===== src/rtl/fft_output_stream_if.sv =====
// Frame-in / bin-stream-out bundle shared by the FFT output serialiser and its producer/consumer.
interface fft_output_stream_if #(
  parameter int unsigned WIDTH  = 16,
  parameter int unsigned NPOINT = 8
);
  localparam int unsigned IDXW = $clog2(NPOINT);

  logic [NPOINT*WIDTH-1:0] in_re;
  logic [NPOINT*WIDTH-1:0] in_im;
  logic                    in_valid;
  logic                    in_ready;
  logic [WIDTH-1:0]        output_re;
  logic [WIDTH-1:0]        output_im;
  logic [IDXW-1:0]         output_idx;
  logic                    output_valid;
  logic                    output_last;
  logic                    busy;

  modport master (
    output in_re, in_im, in_valid,
    input  in_ready, output_re, output_im, output_idx, output_valid, output_last, busy
  );

  modport slave (
    input  in_re, in_im, in_valid,
    output in_ready, output_re, output_im, output_idx, output_valid, output_last, busy
  );
endinterface


===== src/rtl/fft_output_stream.sv =====
// Serialises one captured N-point complex frame into one bin per DIV fastclk cycles,
// with a one-frame hold buffer so back-to-back frames stream without a gap.
module fft_output_stream #(
  parameter int unsigned WIDTH      = 16,
  parameter int unsigned NPOINT     = 8,
  parameter int unsigned DIV        = 25,
  parameter int unsigned REAL_INPUT = 1
) (
  input logic               fastclk,
  input logic               rst,
  fft_output_stream_if.slave bus
);
  localparam int unsigned IDXW = $clog2(NPOINT);
  localparam int unsigned DIVW = $clog2(DIV);

  localparam logic [IDXW-1:0] IDX_LAST = IDXW'(NPOINT - 1);
  localparam logic [IDXW-1:0] IDX_HALF = IDXW'(NPOINT / 2);
  localparam logic [DIVW-1:0] DIV_LAST = DIVW'(DIV - 1);

  typedef enum logic {ST_IDLE, ST_RUN} state_t;

  state_t           state_q;
  logic [DIVW-1:0]  div_q;
  logic [IDXW-1:0]  idx_q;
  logic             hold_full_q;
  logic [WIDTH-1:0] hold_re_q [NPOINT];
  logic [WIDTH-1:0] hold_im_q [NPOINT];
  logic [WIDTH-1:0] act_re_q  [NPOINT];
  logic [WIDTH-1:0] act_im_q  [NPOINT];
  logic [WIDTH-1:0] out_re_q;
  logic [WIDTH-1:0] out_im_q;
  logic [IDXW-1:0]  out_idx_q;
  logic             out_valid_q;
  logic             out_last_q;

  logic [WIDTH-1:0] in_re_a [NPOINT];
  logic [WIDTH-1:0] in_im_a [NPOINT];
  logic [WIDTH-1:0] bin_re;
  logic [WIDTH-1:0] bin_im;
  logic             accept;

  for (genvar k = 0; k < NPOINT; k++) begin : g_unpack
    assign in_re_a[k] = bus.in_re[k*WIDTH +: WIDTH];
    assign in_im_a[k] = bus.in_im[k*WIDTH +: WIDTH];
  end

  assign bus.in_ready = !hold_full_q && !rst;
  assign accept       = bus.in_valid && bus.in_ready;

  // Current bin; a real-input transform has purely real DC and Nyquist bins.
  always_comb begin
    bin_re = act_re_q[idx_q];
    bin_im = act_im_q[idx_q];
    if ((REAL_INPUT != 0) && ((idx_q == '0) || (idx_q == IDX_HALF))) begin
      bin_im = '0;
    end
  end

  always_ff @(posedge fastclk or posedge rst) begin
    if (rst) begin
      state_q     <= ST_IDLE;
      div_q       <= '0;
      idx_q       <= '0;
      hold_full_q <= 1'b0;
      hold_re_q   <= '{default: '0};
      hold_im_q   <= '{default: '0};
      act_re_q    <= '{default: '0};
      act_im_q    <= '{default: '0};
      out_re_q    <= '0;
      out_im_q    <= '0;
      out_idx_q   <= '0;
      out_valid_q <= 1'b0;
      out_last_q  <= 1'b0;
    end else begin
      out_valid_q <= 1'b0;
      out_last_q  <= 1'b0;

      // in_ready excludes a full hold buffer, so this never collides with a transfer below.
      if (accept) begin
        hold_re_q   <= in_re_a;
        hold_im_q   <= in_im_a;
        hold_full_q <= 1'b1;
      end

      case (state_q)
        ST_IDLE: begin
          if (hold_full_q) begin
            act_re_q    <= hold_re_q;
            act_im_q    <= hold_im_q;
            hold_full_q <= 1'b0;
            div_q       <= '0;
            idx_q       <= '0;
            state_q     <= ST_RUN;
          end
        end
        ST_RUN: begin
          if (div_q == DIV_LAST) begin
            div_q       <= '0;
            out_re_q    <= bin_re;
            out_im_q    <= bin_im;
            out_idx_q   <= idx_q;
            out_valid_q <= 1'b1;
            out_last_q  <= (idx_q == IDX_LAST);
            if (idx_q != IDX_LAST) begin
              idx_q <= idx_q + 1'b1;
            end else if (hold_full_q) begin
              // Gapless hand-over to the frame waiting in the hold buffer.
              act_re_q    <= hold_re_q;
              act_im_q    <= hold_im_q;
              hold_full_q <= 1'b0;
              idx_q       <= '0;
            end else begin
              state_q <= ST_IDLE;
            end
          end else begin
            div_q <= div_q + 1'b1;
          end
        end
        default: state_q <= ST_IDLE;
      endcase
    end
  end

  assign bus.output_re    = out_re_q;
  assign bus.output_im    = out_im_q;
  assign bus.output_idx   = out_idx_q;
  assign bus.output_valid = out_valid_q;
  assign bus.output_last  = out_last_q;
  assign bus.busy         = (state_q == ST_RUN);
endmodule


===== src/flat_wrapper.sv =====
// flat-port wrapper written by rule: the top's interface ports become plain ports
module fft_output_stream_flat 
#(
  parameter int unsigned WIDTH      = 16,
  parameter int unsigned NPOINT     = 8,
  parameter int unsigned DIV        = 25,
  parameter int unsigned REAL_INPUT = 1
)
  (fastclk, rst, bus_in_re, bus_in_im, bus_in_valid, bus_in_ready, bus_output_re, bus_output_im, bus_output_idx, bus_output_valid, bus_output_last, bus_busy);
  fft_output_stream_if #(.WIDTH(WIDTH), .NPOINT(NPOINT)) bus_i ();
  input logic fastclk;
  input logic rst;
  input wire logic [$bits(bus_i.in_re)-1:0] bus_in_re;
  input wire logic [$bits(bus_i.in_im)-1:0] bus_in_im;
  input wire logic [$bits(bus_i.in_valid)-1:0] bus_in_valid;
  output wire logic [$bits(bus_i.in_ready)-1:0] bus_in_ready;
  output wire logic [$bits(bus_i.output_re)-1:0] bus_output_re;
  output wire logic [$bits(bus_i.output_im)-1:0] bus_output_im;
  output wire logic [$bits(bus_i.output_idx)-1:0] bus_output_idx;
  output wire logic [$bits(bus_i.output_valid)-1:0] bus_output_valid;
  output wire logic [$bits(bus_i.output_last)-1:0] bus_output_last;
  output wire logic [$bits(bus_i.busy)-1:0] bus_busy;
  assign bus_i.in_re = bus_in_re;
  assign bus_i.in_im = bus_in_im;
  assign bus_i.in_valid = bus_in_valid;
  assign bus_in_ready = bus_i.in_ready;
  assign bus_output_re = bus_i.output_re;
  assign bus_output_im = bus_i.output_im;
  assign bus_output_idx = bus_i.output_idx;
  assign bus_output_valid = bus_i.output_valid;
  assign bus_output_last = bus_i.output_last;
  assign bus_busy = bus_i.busy;
  fft_output_stream #(.WIDTH(WIDTH), .NPOINT(NPOINT), .DIV(DIV), .REAL_INPUT(REAL_INPUT)) u_core (.fastclk(fastclk), .rst(rst), .bus(bus_i));
endmodule

===== config.mk =====
export PLATFORM = sky130hd
export DESIGN_NAME = fft_output_stream_flat
export DESIGN_NICKNAME = d
export VERILOG_FILES = /design/src/rtl/fft_output_stream_if.sv /design/src/rtl/fft_output_stream.sv /design/src/flat_wrapper.sv
export SDC_FILE = /design/constraint.sdc
export NUM_CORES = 1
export LEC_CHECK = 0
export CAP_MARGIN = 20
export CELL_PAD_IN_SITES_DETAIL_PLACEMENT = 0
export CELL_PAD_IN_SITES_GLOBAL_PLACEMENT = 1
export CORE_UTILIZATION = 51
export DETAILED_ROUTE_END_ITERATION = 8
export GPL_TIMING_DRIVEN = 0
export PLACE_DENSITY = 0.95
export SLEW_MARGIN = 5
export SYNTH_ARGS = -nofsm -noshare
export SYNTH_HDL_FRONTEND = slang
export SYNTH_SLANG_ARGS = --single-unit

===== constraint.sdc =====
create_clock -name fastclk -period 58.8 [get_ports fastclk]
set_input_delay 8.82 -clock fastclk [delete_from_list [all_inputs] [get_ports fastclk]]
set_output_delay 8.82 -clock fastclk [all_outputs]
set_load 0.01 [all_outputs]

==> qor.yml <==
status:
  run_status: "complete, but fails checks"
  violations: "design-rule violations"
sta:
  finClkSkew_ns: 0.0192
  timing.hold.ws_ns: 0.484
  worstMarginPinSlew_ns: 0.886
  finalHoldViolCount: 0
  slew_violations: 0
  rsz0062_at_grt: "no"
  fmaxAchievable_mhz: 53.0
  finalSetupViolCount: 0
  setup_ws_ns: 39.93
  slew-limit-headroom_pct: 40.9
  min_period_ns: 18.87
  period_share_pct: 32.1
  final.setup.tns_ns: 0
worst_hold_path:
  min_path_type: "reg -> reg"
synth:
  synth_top_area_share_pct: 57.5
  ys_async_sr_fraction_pct: 100
  synth_area_leaders: "dfrtp_1, mux2_4, mux2_2"
  syn_area_mm2: 0.0243
  syn_avg_cell_area_um2: 16.5
  synth_largest_area_cell: "dfrtp_1"
  yosysWarningCount: 0
  synth-seq-cells: 559
  synthFlopType: "dfrtp_1"
  synth_seq_area_share_pct: 57.5
  synth_edf_count: 0
  synth_cells: 1475
  synth_nets: 1740
  synth.distinct_cells: 40
drt:
  routedWlPerCell_um: 24.0
  viasPerCell: 5.50
  drt_iter0_drc: 700
  drtPass1Iterations: 6
  num_vias: 13700
  ant_nets: 0
  routed_wl_mm: 59.8
  drc: 24
setup_path:
  worstSetupStartpoint: "rst"
  cp-end-kind: "primary output"
  crit_top_cell: "clkdlybuf4s50_1"
  required_ns: 49.98
  crit_slowest_cell: "clkdlybuf4s50_1"
  reg2reg_from: "u_core.idx_q[1]$_DFFE_PP0P_"
  r2r_cells: 8
  crit_fanout: 2
  endpoint: "bus_in_ready"
  path_cells: "clkdlybuf4s50_1 -> nor2_1 -> clkdlybuf4s50_1"
  regToRegSetupSlack_ns: 56.00
  cpPeakStageDelay_ns: 0.56
  r2r_end: "u_core.bus.output_im[9]$_DFFE_PP0P_"
  worst_setup_path_start_kind: "input port"
  worstPathArrival_ns: 10.05
  worstSetupPathType: "in -> out"
floorplan:
  die_y_um: 220
  die_area_mm2: 0.0485
  core_mm2: 0.0468
  die_w_um: 220
  row_count: 79
  io_pins: 298
  initial_core_util_pct: 52.0
global_route:
  grt_pass1_vias: 15000
  grt_use_met2_pct: 40.3
  grt_util_met3_pct: 3.49
  met1_usage_pct: 34.7
  grt_use_total_pct: 25.1
  antenna_found_initial: 4
  top_usage_layer: "met2"
  grt_pass1_wl_mm: 90.6
  grt_max_degree: 129
  gr-total-overflow: 0
cells_and_area:
  layout_commonest_cell: "dfrtp_1"
  finalCoreUtilization_pct: 64.3
  drive_above_1_share_pct: 39.1
  seq_area_mm2: 0.0140
  final_cell_mix: "dfrtp_1, mux2_2, clkdlybuf4s50_1, mux2_4, clkbuf_16"
  syn_to_final_growth_pct: 23.7
  nNetsFinal: 2100
  fillers: 3274
  multiInputGateArea_mm2: 0.00926
power:
  p_per_area_mw_per_mm2: 41.1
  vdd.ir_drop.worst_v: 0.0000358
  finalPower_mw: 1.24
  p_leak_nw: 14.1
clock_network:
  clk_pin_slew_ns: 0.06
  cts_hold_buf: 0
  root_buffer: "clkbuf_16"
  clock_latency_ns: 0.62
  postCtsSetupRepairBufs: 0
  cts_resized: 0
  clockBufferDepth: 3
  cts_max_level: 2
  cts_buffers: 57
  clock-sinks: 559
  cts_tree: "built"
placement:
  place_ws_ns: 39.92
  hpwl_mm: 42.9
  port_buffers: 297
  place_congestion: 0.853
job:
  drv_cap: 0
==> final cells by class <==
class	count	share of cell area, %
Antenna cell	2	0.0166
Buffer	96	3.39
Clock buffer	84	5.61
Clock inverter	23	0.761
Inverter	10	0.150
Multi-Input combinational cell	810	30.8
Sequential cell	559	46.5
Tap cell	607	2.52
Timing Repair Buffer	301	10.2
==> critical path: cells and delay by family <==
family / cells / cell delay [ns]
buf+inv: 2 / 1.07
simple gates: 1 / 0.16
==> synth_stat cells (2+ instances only) <==
cell / count
a2111oi_0: 2
a22o_1: 13
buf_1: 2
buf_12: 26
buf_2: 16
buf_4: 2
buf_6: 28
clkbuf_1: 22
dfrtp_1: 559
ha_1: 6
inv_1: 10
mux2_1: 27
mux2_2: 307
mux2_4: 240
mux2i_1: 34
mux4_2: 16
nand2_1: 8
nand2b_1: 3
nand3_1: 3
nand4_1: 2
nor2_1: 22
nor2b_1: 3
o21ai_0: 41
o22ai_1: 28
o2bb2ai_1: 6
o31ai_1: 34
xor2_1: 2
==> sequential cells by signal, indices dropped and copies added (netlist names), 3 cells and up <==
name / cells
u_core.hold_im_q: 128
u_core.hold_re_q: 128
u_core.div_q: 5
u_core.bus.output_im: 16
u_core.idx_q: 3
u_core.act_re_q: 128
u_core.bus.output_idx: 3
u_core.bus.output_re: 16
u_core.act_im_q: 128
==> metrics by stage <==
step                std cells  instance area (um2)
global placement         2379                28000
floorplan                1475                24300
global route             2491                30100
finish                   2492                30100
CTS                      2490                30100
detailed placement       2383                28200
==> logic make-up after synthesis <==
kind of cell / count (synthesis) / synth area share [%]
DFF: 559 / 57.5
xor gates and xnor gates: 2 / 0.0721
and+or+nand+nor: 47 / 0.906
AOI/OAI and AO/OA: 131 / 3.64
adders and majority gates: 6 / 0.309
buffers and inverters: 106 / 4.35
muxes: 624 / 33.2
==> metal layers <==
| layer | up-vias | part of all wire (%) | routed length (um) |
|---|---|---|---|
| met5 | - | 0.038 | 23 |
| met4 | 4 | 3.6 | 2130 |
| met3 | 111 | 4.2 | 2490 |
| li1 | 6093 | - | - |
| met1 | 7169 | 45 | 26800 |
| met2 | 331 | 47 | 28300 |
==> worst min path at each step <==
stage | start | end | cells after the start
2_1_floorplan | u_core.hold_im_q[117]$_DFFE_PP0P_ | u_core.hold_im_q[117]$_DFFE_PP0P_ | 1
3_3_place_gp | u_core.hold_im_q[123]$_DFFE_PP0P_ | u_core.hold_im_q[123]$_DFFE_PP0P_ | 1
6_report | u_core.hold_re_q[48]$_DFFE_PP0P_ | u_core.hold_re_q[48]$_DFFE_PP0P_ | 1
3_5_place_dp | u_core.hold_im_q[122]$_DFFE_PP0P_ | u_core.hold_im_q[122]$_DFFE_PP0P_ | 1
4_1_cts | u_core.hold_re_q[48]$_DFFE_PP0P_ | u_core.hold_re_q[48]$_DFFE_PP0P_ | 1
5_1_grt | u_core.hold_im_q[123]$_DFFE_PP0P_ | u_core.hold_im_q[123]$_DFFE_PP0P_ | 1
==> power breakdown <==
part           internal [mW]  total (mW)  switching, mW
Sequential             0.504       0.578         0.0740
Clock                  0.212       0.365          0.153
Combinational          0.171       0.292          0.121
Total                  0.887        1.24          0.348
No activity file was read; power rests on OpenSTA's default activity.
